$ cat config.mk
export PLATFORM = sky130hd
export DESIGN_NAME = logic_unit_seq
export DESIGN_NICKNAME = d
export VERILOG_FILES = /design/src/rtl/logic_unit_seq.sv
export SDC_FILE = /design/constraint.sdc
export NUM_CORES = 1
export LEC_CHECK = 0
export CAP_MARGIN = 20
export CORE_ASPECT_RATIO = 0.6
export CORE_MARGIN = 10
export CORE_UTILIZATION = 57
export DETAILED_ROUTE_END_ITERATION = 10
export MAX_ROUTING_LAYER = met4
export PLACE_DENSITY = 0.85
export SLEW_MARGIN = 20
export SYNTH_ARGS = -nofsm -noshare
export SYNTH_HDL_FRONTEND = slang
export SYNTH_SLANG_ARGS = --single-unit
$ cat constraint.sdc
create_clock -name clk -period 6.5 [get_ports clk]
set_input_delay 0.975 -clock clk [delete_from_list [all_inputs] [get_ports clk]]
set_output_delay 0.975 -clock clk [all_outputs]
set_load 0.005 [all_outputs]
$ cat src/rtl/logic_unit_seq.sv
// Registered WIDTH-bit two-operand logic unit with valid/ready handshakes
// and a built-in truth-table sweep source.
module logic_unit_seq #(
   parameter int unsigned WIDTH = 4
) (
   input  logic             clk,
   input  logic             reset,
   input  logic             in_valid,
   output logic             in_ready,
   input  logic [2:0]       op,
   input  logic [WIDTH-1:0] a,
   input  logic [WIDTH-1:0] b,
   input  logic             sweep_start,
   output logic             sweep_busy,
   output logic             sweep_done,
   output logic             out_valid,
   input  logic             out_ready,
   output logic [WIDTH-1:0] out_a,
   output logic [WIDTH-1:0] out_b,
   output logic [2:0]       out_op,
   output logic [WIDTH-1:0] s
);

   typedef enum logic [1:0] {
      IDLE  = 2'd0,
      SWEEP = 2'd1,
      DRAIN = 2'd2
   } state_e;

   state_e           state_q;
   logic [WIDTH-1:0] ca_q;
   logic [WIDTH-1:0] cb_q;
   logic [2:0]       sweep_op_q;
   logic             out_valid_q;
   logic [WIDTH-1:0] out_a_q;
   logic [WIDTH-1:0] out_b_q;
   logic [2:0]       out_op_q;
   logic [WIDTH-1:0] s_q;

   logic             load;
   logic             ext_take;
   logic             src_valid;
   logic [WIDTH-1:0] src_a;
   logic [WIDTH-1:0] src_b;
   logic [2:0]       src_op;
   logic             last_pair;

   function automatic logic [WIDTH-1:0] gate_f(input logic [2:0] f,
                                               input logic [WIDTH-1:0] x,
                                               input logic [WIDTH-1:0] y);
      logic [WIDTH-1:0] r;
      case (f)
         3'b000:  r = x & y;
         3'b001:  r = x | y;
         3'b010:  r = ~(x & y);
         3'b011:  r = ~(x | y);
         3'b100:  r = x ^ y;
         3'b101:  r = ~(x ^ y);
         3'b110:  r = x | ~y;
         default: r = ~x | y;
      endcase
      return r;
   endfunction

   // Source selection: the sweep counters own the output stage while sweeping.
   always_comb begin
      load      = ~out_valid_q | out_ready;
      in_ready  = load & (state_q == IDLE) & ~sweep_start & ~reset;
      ext_take  = in_valid & in_ready;
      src_valid = (state_q == SWEEP) | ext_take;
      src_a     = (state_q == SWEEP) ? ca_q : a;
      src_b     = (state_q == SWEEP) ? cb_q : b;
      src_op    = (state_q == SWEEP) ? sweep_op_q : op;
      last_pair = (ca_q == {WIDTH{1'b1}}) & (cb_q == {WIDTH{1'b1}});
      sweep_done = (state_q == DRAIN) & out_valid_q & out_ready & ~reset;
   end

   always_ff @(posedge clk) begin
      if (reset) begin
         state_q     <= IDLE;
         ca_q        <= '0;
         cb_q        <= '0;
         sweep_op_q  <= '0;
         out_valid_q <= 1'b0;
         out_a_q     <= '0;
         out_b_q     <= '0;
         out_op_q    <= '0;
         s_q         <= '0;
      end else begin
         if (load) begin
            out_valid_q <= src_valid;
            if (src_valid) begin
               out_a_q  <= src_a;
               out_b_q  <= src_b;
               out_op_q <= src_op;
               s_q      <= gate_f(src_op, src_a, src_b);
            end
         end
         case (state_q)
            IDLE: begin
               if (sweep_start) begin
                  sweep_op_q <= op;
                  ca_q       <= '0;
                  cb_q       <= '0;
                  state_q    <= SWEEP;
               end
            end
            SWEEP: begin
               // cb is the inner counter; ca steps on cb wrap
               if (load) begin
                  cb_q <= cb_q + WIDTH'(1);
                  if (cb_q == {WIDTH{1'b1}}) ca_q <= ca_q + WIDTH'(1);
                  if (last_pair) state_q <= DRAIN;
               end
            end
            DRAIN: begin
               if (out_valid_q & out_ready) state_q <= IDLE;
            end
            default: state_q <= IDLE;
         endcase
      end
   end

   assign sweep_busy = (state_q != IDLE);
   assign out_valid  = out_valid_q;
   assign out_a      = out_a_q;
   assign out_b      = out_b_q;
   assign out_op     = out_op_q;
   assign s          = s_q;

endmodule
**Word level (Yosys, flattened, before mapping)**

Index checks and enable logic that the tools add are counted.

- $add $sub $neg: 2
- Equal/unequal tests: 15
- Mux-type cells: 15
- Bitwise gates (word level): 24
- Reductions and logical operators: 9

Operators with widths:

| cell | number |
|---|---|
| $pmux W4 S7 | 1 |
| $mux W4 | 6 |
| $not A4 Y4 | 5 |
| $pmux W4 S2 | 2 |
| $or A4 B4 Y4 | 3 |
| $and A1 B1 Y1 | 9 |
| $eq A3 B3 Y1 const B | 3 |
| $add A4 B1 Y4 const B | 2 |
| $eq A4 B4 Y1 const B | 2 |
| $mux W2 | 4 |
| $reduce_and A4 Y1 | 2 |
| $eq A3 B2 Y1 const B | 2 |
| $ne A2 B2 Y1 const B | 3 |
| $pmux W2 S3 | 1 |
| $and A4 B4 Y4 | 1 |
| $ne A2 B1 Y1 const B | 2 |
| $reduce_and A2 Y1 | 2 |
| $reduce_bool A2 Y1 | 2 |
| $xor A4 B4 Y4 | 1 |
| $eq A3 B1 Y1 const B | 1 |
| $logic_not A3 Y1 | 1 |
| $mux W3 | 1 |
| $not A1 Y1 | 3 |
| $reduce_and A3 Y1 | 1 |
| other kinds (4) | 5 |

- Register bits after elaboration: 29
- Input bits: 16
- Output and inout bits: 19
- Word-level logic and storage cells: 74

**Depth between registers and ports, before layout**

Gate-level depths: netlist (run 1).

- Depth after elaboration: 8
- Gate-level depth with buffers: 13
- Depth with buffers taken out: 9

**Worst setup path after synthesis (run 1)**

No wires, ideal clock.

- Path type: input -> output
- Start: in reset
- End: out in_ready
- Arrival time: 1.481 ns
- Data required time: 5.525 ns
- Path slack: 4.044 ns
- Stages on the path: 2
- Path buffers: 1
- Path through: clkbuf_1 nor4_1

- Cells in the longest elaborated chain, start to end: 2

RTL lines:

| what | line | RTL |
|---|---|---|
| from (decl) | 7 | `input logic reset,` |
| $not A1 Y1 | 68 | `in_ready = load & (state_q == IDLE) & ~sweep_start & ~reset;` |
| $and A1 B1 Y1 | 68 |  |
| to (decl) | 9 | `output logic in_ready,` |

Every way passes these cells.

**Final worst setup path (run 1)**

- Start: in out_ready
- End: out in_ready

- Cells in the longest elaborated chain, start to end: 4

RTL lines:

| what | line | RTL |
|---|---|---|
| from (decl) | 17 | `input logic out_ready,` |
| $or A1 B1 Y1 | 67 | `load = ~out_valid_q \| out_ready;` |
| $and A1 B1 Y1 (3 in series) | 68 |  |

Every way passes these cells.

==> flow_summary_export.csv, run 1 <==
group,metric,value,unit
timing,finClkSkew,8.31,ps
global_route,grt_use_total,0.167,
critical_path,cp.arrival,2530,ps
floorplanning,fp-row-count,16,
placement,dp.cells,310,
floorplanning,start_util,0.615,
floorplanning,dieArea,6540,um^2
cells_and_area,layout-drive-gt1-share,0.0659,
pwr,total_power,0.000514,W
pwr,p_leak,1.03,nW
drt,vias,1913,
clock_tree,cts_sinks,29,
logic_synthesis,synth-xor-area-share,0.0295,
clock_tree,ctsHoldBuffers,0,
clock_tree,clock_path_buffers,2,
placement,gp_congestion,0.924,
timing,finalSetupViolCount,0,
logic_synthesis,syn_avg_cell_area,8.42,um^2
cells_and_area,syn_to_final_growth,18.8,%
timing,fin_crit_sh,0.538,
logic_synthesis,ys.flop_type,"dfxtp_1",
logic_synthesis,synth_edf_count,0,
pwr,p_int,0.000349,W
logic_synthesis,ys.warnings.count,0,
pwr,power.density,208,nW/um^2
logic_synthesis,synth_fp_nets,281,
logic_synthesis,synth_cells,247,
logic_synthesis,syn-cell-area,2080,um^2
clock_tree,clk_latency,290,ps
drt,drc_errors,0,
floorplanning,die_h,66.8,um
floorplanning,ioPinCount,35,
placement,dp_hpwl,3880,um
logic_synthesis,synth-seq-cells,29,
drt,ant_nets,0,
drt,drtIter0Drc,136,
critical_path,critical_path_class,"in2out",
cells_and_area,finish.utilization,0.730,
pwr,p_switching,0.000165,W
timing,tns,0,ps
clock_tree,postCtsSetupBuffers,0,
cells_and_area,fill_cells,273,
global_route,grt_pass1_vias,1743,
global_route,grt_pass1_wl,8650,um
critical_path,crit_required,5520,ps
critical_path,end_kind,"output port",
logic_synthesis,synth_top_area_share,0.279,
logic_synthesis,async_flop_share,0,
clock_tree,cts_tree,"done",
global_route,grt_max_degree,33,
critical_path,critPathLaunchType,"primary input",
logic_synthesis,synth_cell_type_count,51,
pwr,clkPwrFrac,0.311,
logic_synthesis,synth_area_leaders,"dfxtp_1, ha_1, mux2i_1, nor2_1, a211oi_1",
run_status,status,"finished clean",
pwr,peakVddDrop,0.000161,V
drt,drt-vias-per-instance,6.02,
logic_synthesis,netlist_top_cells_count,"nor2_1, dfxtp_1, ha_1",
drt,avgRoutedWirePerCell,16.9,um
pwr,sequentialPowerShare,0.400,
cells_and_area,antenna_cells,0,
timing,slew_headroom,0.345,
floorplanning,core_area,3380,um^2
critical_path,critPathMaxFanout,6,
cells_and_area,register_area,581,um^2
worst_hold_path,holdCritPathClass,"reg2reg",
clock_tree,cts_made_buffers,5,
timing,worstMarginPinSlew,955,ps
pwr,swShare,0.321,
timing,fmax,286,MHz
logic_synthesis,yosys.cell_count.top_type,"nor2_1",
logic_synthesis,synth_top_family_by_area,"compound AO/OA/AOI/OAI gates",
global_route,gr-total-overflow,0,
timing,rsz0062_at_grt,"no",
run,maxCapViolCount,0,
drt,drt-total-wl,5370,um
cells_and_area,finalNetCount,306,
clock_tree,htreeDepth,2,
drt,first_pass_iters,5,
cells_and_area,multi_input_area,1340,um^2
clock_tree,clkSlewWorstSetupHoldPaths,60,ps
pwr,p_comb_frac,0.289,
timing,min_period,3500,ps
clock_tree,post_cts_resized,0,
logic_synthesis,yosys.area_share.adder,0.108,
logic_synthesis,muxShareOfSynthArea,0.104,
timing,finalHoldViolCount,0,
logic_synthesis,yosysTopAreaCell,"dfxtp_1",
floorplanning,die_w,98.0,um
cells_and_area,stdcell_count,318,
logic_synthesis,synth-simple-area-share,0.197,
logic_synthesis,seq_area_frac_synth,0.279,
global_route,antenna_found_initial,0,
logic_synthesis,synth_compound_area_frac,0.206,
clock_tree,root_buffer,"clkbuf_8",
timing,drv_slew,0,
placement,place.port_buffers,34,
[flip-flops by register name, indices dropped and copies added (netlist names)]
register and count:
out_b 4, sweep_op_q 3, out_valid 1, out_op 3
cb_q 4, s 4, out_a 4, state_q 2
ca_q 4
[per-layer routing]
metal	track usage	wire length, um	vias up
met5	-	0	-
met4	0.0487	78	0
met3	0.0494	531	12
met2	0.243	2280	83
met1	0.217	2480	892
li1	-	-	926
[worst paths after layout]
kind,start,endpoint,slack (ps),cells after the start
worst min register to register,s[3],s[3],470,1
worst max register to register,state_q[1],s[3],3660,9
worst max-delay path,out_ready,in_ready,3000,4
worst min-delay path,s[3],s[3],470,1
[area by class of cell]
| class | instances | share of cell area |
|---|---|---|
| well taps | 45 | 0.0228 |
| repair buffers | 34 | 0.136 |
| inverters | 16 | 0.0243 |
| multi-input cells | 186 | 0.543 |
| flip-flops and latches | 29 | 0.235 |
| clock inverters | 2 | 0.00557 |
| clock buffers | 6 | 0.0334 |
[power groups by stage]
stage                     Clock, W  Combinational (W)  Sequential [W]
final                     0.000160           0.000149        0.000206
after CTS                 0.000161           0.000148        0.000205
after floorplan                  0          0.0000976        0.000206
after global routing      0.000168           0.000164        0.000208
after detailed placement         0           0.000147        0.000209
after global placement           0           0.000144        0.000209
[cells by family after synthesis]
group | count (synthesis)
AO/OA/AOI/OAI | 57
XOR/XNOR | 7
adder cells (fa/ha/maj) | 18
buffers and inverters | 32
flip-flops | 29
multiplexers | 20
AND/OR/NAND/NOR | 84
[worst max-delay path: stages]
cell             delay, ps
clkdlybuf4s50_1        510
and2b_1                270
nor4_1                 210
clkdlybuf4s50_1        560
[stage by stage]
step | hold slack (ps) | cell area (um^2) | worst slack [ps]
detailed placement | 459 | 2380 | 2480
finish | 470 | 2470 | 3000
global route | 505 | 2470 | 2910
CTS | 473 | 2470 | 2470
global placement | 452 | 2380 | 2540
floorplan | 466 | 2080 | 4040
[cells in the final DEF, fill, tap and decap left out, types with 2 or more instances in the layout]
master,n
a211o_1,2
a211oi_1,15
a21oi_1,8
a31oi_1,2
a32oi_1,2
and2_1,2
clkbuf_8,6
clkdlybuf4s50_1,33
dfxtp_1,29
ha_1,18
inv_1,16
mux2_2,3
mux2i_1,16
nand2_1,16
nand2b_1,3
nand3_1,6
nand4_1,3
nor2_1,34
nor3_1,8
nor4_1,2
o211ai_1,2
o21a_1,4
o21ai_0,7
o21bai_1,2
o221ai_1,2
o32a_1,2
or3_1,2
xnor2_1,2
xor2_1,5
No activity file was read; power rests on OpenSTA's default activity.
==> run 2: changes to the inputs <==
--- a/config.mk
+++ b/config.mk
@@ -8,10 +8,10 @@
 export CAP_MARGIN = 20
 export CORE_ASPECT_RATIO = 0.6
 export CORE_MARGIN = 10
-export CORE_UTILIZATION = 57
+export CORE_UTILIZATION = 53
 export DETAILED_ROUTE_END_ITERATION = 10
 export MAX_ROUTING_LAYER = met4
-export PLACE_DENSITY = 0.85
+export PLACE_DENSITY = 0.8
 export SLEW_MARGIN = 20
 export SYNTH_ARGS = -nofsm -noshare
 export SYNTH_HDL_FRONTEND = slang
==> constraint.sdc (replaced) <==
create_clock -name clk -period 3.35 [get_ports clk]
set_input_delay 0.5025 -clock clk [delete_from_list [all_inputs] [get_ports clk]]
set_output_delay 0.5025 -clock clk [all_outputs]
set_load 0.005 [all_outputs]
==> flow_summary_export.csv, run 2 (synthesized netlist as in run 1, its figures left out) <==
group,metric,value,unit
drt,first_pass_iters,4,
global_route,grt_use_total,0.175,
clock_tree,root_buffer,"clkbuf_8",
floorplanning,start_util,0.559,
run,maxCapViolCount,0,
clock_tree,clock_path_buffers,2,
critical_path,critPathMaxFanout,6,
timing,min_period,2610,ps
clock_tree,cts_tree,"done",
critical_path,crit_family,"buffers and inverters",
clock_tree,clk_latency,290,ps
pwr,clkPwrFrac,0.302,
drt,drtIter0Drc,169,
timing,worstMarginPinSlew,600,ps
critical_path,end_kind,"output port",
floorplanning,fp-row-count,17,
pwr,swShare,0.322,
global_route,grt_pass1_vias,1852,
clock_tree,cts_sinks,29,
pwr,sequentialPowerShare,0.397,
timing,rsz0062_at_grt,"no",
critical_path,critical_path_class,"in2out",
clock_tree,htreeDepth,2,
timing,tns,0,ps
cells_and_area,layout_common_cells,"nor2_1, clkdlybuf4s50_1, dfxtp_1, ha_1",
critical_path,crit_path_top_delay_cell,"clkdlybuf4s50_1",
critical_path,cp_cell_sequence,"clkdlybuf4s50_1 > and2b_1 > nor4_1 > clkdlybuf4s50_1",
timing,finClkSkew,7.21,ps
placement,placed_area,2430,um^2
cells_and_area,stdcell_count,326,
drt,drt-vias-per-instance,5.92,
placement,gp_congestion,0.960,
clock_tree,cts_made_buffers,5,
drt,vias,1929,
clock_tree,ctsHoldBuffers,0,
worst_hold_path,holdCritPathClass,"reg2reg",
worst_hold_path,min_delay_path_depth,1,
pwr,p_leak,1.06,nW
cells_and_area,fin_area,2520,um^2
floorplanning,die_h,68.5,um
floorplanning,ioPinCount,35,
critical_path,cp.arrival,2110,ps
cells_and_area,finalNetCount,313,
global_route,antenna_found_initial,0,
drt,drt-total-wl,5770,um
timing,finalHoldViolCount,0,
placement,place.port_buffers,34,
clock_tree,post_cts_resized,0,
critical_path,r2r_cells,8,
pwr,power.density,399,nW/um^2
critical_path,critPathBufInv,2,
floorplanning,dieArea,6910,um^2
critical_path,crit_required,2850,ps
clock_tree,clkSlewWorstSetupHoldPaths,60,ps
critical_path,slowest_delay,580,ps
timing,fin_crit_sh,0.780,
global_route,gr-total-overflow,0,
cells_and_area,syn_to_final_growth,21.4,%
floorplanning,die_w,101,um
drt,ant_nets,0,
timing,drv_slew,0,
pwr,peakVddDrop,0.000267,V
timing,finalSetupViolCount,0,
critical_path,critPathLaunchType,"primary input",
drt,drc_errors,0,
global_route,grt_max_degree,25,
placement,dp_hpwl,4360,um
global_route,grt_pass1_wl,9280,um
timing,slew_headroom,0.589,
cells_and_area,antenna_cells,0,
timing,fmax,383,MHz
pwr,p_switching,0.000325,W
critical_path,critical_path_depth,4,
floorplanning,core_area,3720,um^2
run_status,status,"finished clean",
clock_tree,postCtsSetupBuffers,0,
critical_path,cp_common_cell,"clkdlybuf4s50_1",
placement,dp.cells,319,
pwr,p_comb_frac,0.301,
pwr,p_int,0.000683,W
cells_and_area,layout-drive-gt1-share,0.0824,
drt,avgRoutedWirePerCell,17.7,um
[run 2: cell count changes in the layout (fill, tap and decap cells not counted)]
cell	before	now
buf_4	0	7
clkdlybuf4s50_1	33	34
buf_2	1	0
clkinv_4	1	0
clkinvlp_4	0	1
clkinv_2	1	0
[run 2: worst paths after layout]
path / end / start / slack [ps]
setup reg to reg: s[3] / state_q[1] / 750
hold reg to reg: s[3] / s[3] / 470
hold / removal: s[3] / s[3] / 470
setup / recovery: in_ready / out_ready / 740
[run 2: layout make-up]
class	count	area (um^2)
Fill cell	321	1200
Timing Repair Buffer	41	393
Multi-Input combinational cell	186	1340
Tap cell	47	58.8
Inverter	16	60.1
Sequential cell	29	581
Clock buffer	6	82.6
Clock inverter	1	7.51
[run 2: power groups by stage]
stage	Sequential (W)	Combinational [W]	Clock [W]
after floorplan	0.000400	0.000189	0
after global placement	0.000406	0.000294	0
after detailed placement	0.000407	0.000300	0
after CTS	0.000399	0.000303	0.000304
after global routing	0.000404	0.000334	0.000321
final	0.000400	0.000304	0.000305
[run 2: per-layer routing]
| layer | up-vias | global-route usage | wire length [um] | share of wire |
|---|---|---|---|---|
| li1 | 952 | - | - | - |
| met1 | 906 | 0.233 | 2790 | 0.48 |
| met2 | 63 | 0.258 | 2460 | 0.43 |
| met3 | 8 | 0.0446 | 455 | 0.079 |
| met4 | 0 | 0.0491 | 63 | 0.011 |
| met5 | - | - | 0 | 0 |
[run 2: per-stage QoR]
stage	power, W	util	hold slack, ps	setup WS [ps]
2_1_floorplan	0.000590	-	466	980
3_3_place_gp	0.000699	0.654	467	844
3_5_place_dp	0.000707	0.654	468	733
4_1_cts	0.00101	0.678	482	753
5_1_grt	0.00106	0.678	501	579
6_report	0.00101	0.678	475	738
[run 2: worst register-to-register path, delay by kind of cell (launching register included)]
kind,cells,cell delay (ps)
and+or+nand+nor,3,640
AOI/OAI and AO/OA,3,560
DFF,1,540
muxes,1,510
adders and majority gates,1,290
==> run 3: changes to the inputs <==
--- a/config.mk
+++ b/config.mk
@@ -8,10 +8,10 @@
 export CAP_MARGIN = 20
 export CORE_ASPECT_RATIO = 0.6
 export CORE_MARGIN = 10
-export CORE_UTILIZATION = 53
+export CORE_UTILIZATION = 48
 export DETAILED_ROUTE_END_ITERATION = 10
 export MAX_ROUTING_LAYER = met4
-export PLACE_DENSITY = 0.8
+export PLACE_DENSITY = 0.76
 export SLEW_MARGIN = 20
 export SYNTH_ARGS = -nofsm -noshare
 export SYNTH_HDL_FRONTEND = slang
==> constraint.sdc (replaced) <==
create_clock -name clk -period 2.31 [get_ports clk]
set_input_delay 0.3465 -clock clk [delete_from_list [all_inputs] [get_ports clk]]
set_output_delay 0.3465 -clock clk [all_outputs]
set_load 0.005 [all_outputs]
==> flow_summary_export.csv, run 3 (synthesized netlist as in run 1, its figures left out) <==
group,metric,value,unit
worst_hold_path,whs_endpoint,"s[3]",
placement,dp_hpwl,4470,um
cells_and_area,multi_input_area,1350,um^2
global_route,antenna_found_initial,0,
drt,ant_nets,0,
drt,vias,1977,
clock_tree,clkSlewWorstSetupHoldPaths,60,ps
timing,rsz0062_at_grt,"no",
cells_and_area,fin_area,2670,um^2
floorplanning,ioPinCount,35,
global_route,grt_pass1_wl,9870,um
worst_hold_path,min-delay-start,"s[3]",
clock_tree,ctsHoldBuffers,0,
timing,finalHoldViolCount,0,
drt,first_pass_iters,4,
critical_path,critPathLaunchType,"primary input",
cells_and_area,register_area,581,um^2
timing,fmax,462,MHz
floorplanning,die_w,105,um
drt,drc_errors,0,
floorplanning,start_util,0.502,
critical_path,cp.arrival,1820,ps
timing,finalSetupViolCount,0,
clock_tree,cts_tree,"done",
critical_path,critPathMaxFanout,6,
critical_path,end_kind,"output port",
pwr,p_leak,1.13,nW
cells_and_area,layout_common_cells,"nor2_1, clkdlybuf4s50_1, dfxtp_1, buf_4, ha_1",
critical_path,crit_family,"buffers and inverters",
timing,min_period,2170,ps
clock_tree,root_buffer,"clkbuf_8",
clock_tree,post_cts_resized,0,
clock_tree,clock_path_buffers,2,
cells_and_area,syn_to_final_growth,28.5,%
placement,place.port_buffers,34,
clock_tree,postCtsSetupBuffers,0,
drt,drt-total-wl,5960,um
global_route,grt_pass1_vias,1991,
critical_path,rr_endpoint,"s[1]",
timing,slew_headroom,0.639,
timing,worstMarginPinSlew,527,ps
cells_and_area,fill_cells,382,
global_route,grt_use_total,0.166,
timing,finClkSkew,11.3,ps
run,maxCapViolCount,0,
floorplanning,core_area,4140,um^2
critical_path,regToRegSetupSlack,180,ps
pwr,peakVddDrop,0.000379,V
drt,avgRoutedWirePerCell,16.8,um
drt,drtIter0Drc,140,
worst_hold_path,holdCritPathClass,"reg2reg",
cells_and_area,layout-drive-gt1-share,0.136,
worst_hold_path,min_delay_path_depth,1,
floorplanning,dieArea,7450,um^2
critical_path,cp_common_cell,"clkdlybuf4s50_1",
global_route,grt_max_degree,24,
clock_tree,clk_latency,290,ps
clock_tree,cts_sinks,29,
critical_path,critical_path_class,"in2out",
timing,tns,0,ps
timing,drv_slew,0,
critical_path,crit_required,1960,ps
critical_path,slowest_delay,540,ps
cells_and_area,antenna_cells,0,
critical_path,timing.rr.start,"state_q[1]",
floorplanning,fp-row-count,18,
pwr,power.density,564,nW/um^2
floorplanning,die_h,71.0,um
drt,drt-vias-per-instance,5.57,
critical_path,crit_path_top_delay_cell,"clkdlybuf4s50_1",
run_status,status,"finished clean",
clock_tree,htreeDepth,2,
cells_and_area,finalNetCount,328,
timing,fin_crit_sh,0.937,
placement,gp_congestion,0.919,
critical_path,critPathBufInv,2,
global_route,gr-total-overflow,0,
clock_tree,cts_made_buffers,5,
critical_path,r2r_cells,7,
placement,placed_area,2540,um^2
critical_path,cp_cell_sequence,"clkdlybuf4s50_1 > and2b_1 > nor4_1 > clkdlybuf4s50_1",
[run 3: how the worst max path moves through the flow]
stage                     endpoint  slack, ps       start  cells past startpoint
after global placement        s[1]        120        a[1]                      9
after detailed placement      s[0]        100        a[0]                      7
after CTS                     s[0]        100  state_q[1]                      7
final                     in_ready        140   out_ready                      4
after global routing          s[1]         30  state_q[1]                      8
after floorplan               s[3]          3  state_q[1]                     13
[run 3: layout make-up]
| class | instances | share of cell area |
|---|---|---|
| Tap cell | 60 | 0.0281 |
| Sequential cell | 29 | 0.217 |
| Multi-Input combinational cell | 186 | 0.507 |
| Clock inverter | 2 | 0.00515 |
| Inverter | 16 | 0.0225 |
| Clock buffer | 6 | 0.0309 |
| Timing Repair Buffer | 56 | 0.189 |
[run 3: report_power, final]
group	internal, W	total (W)	switching [W]
registers	0.000541	0.000575	0.0000344
logic	0.000240	0.000481	0.000242
clock network	0.000241	0.000451	0.000210
[run 3: per-layer routing]
layer | vias up | wire (um) | GRT usage
met5 | - | 0 | -
met4 | 0 | 129 | 0.0591
met3 | 15 | 355 | 0.0353
met2 | 62 | 2460 | 0.232
met1 | 926 | 3020 | 0.228
li1 | 974 | - | -
[run 3: metrics by stage]
stage	util	worst slack [ps]	total power (W)	hold WS, ps	std cells
3_5_place_dp	0.612	98.0	0.00105	463	342
6_report	0.645	144	0.00151	469	355
3_3_place_gp	0.612	118	0.00104	455	342
2_1_floorplan	-	3.27	0.000858	466	247
5_1_grt	0.645	32.8	0.00158	491	355
4_1_cts	0.636	102	0.00150	477	350
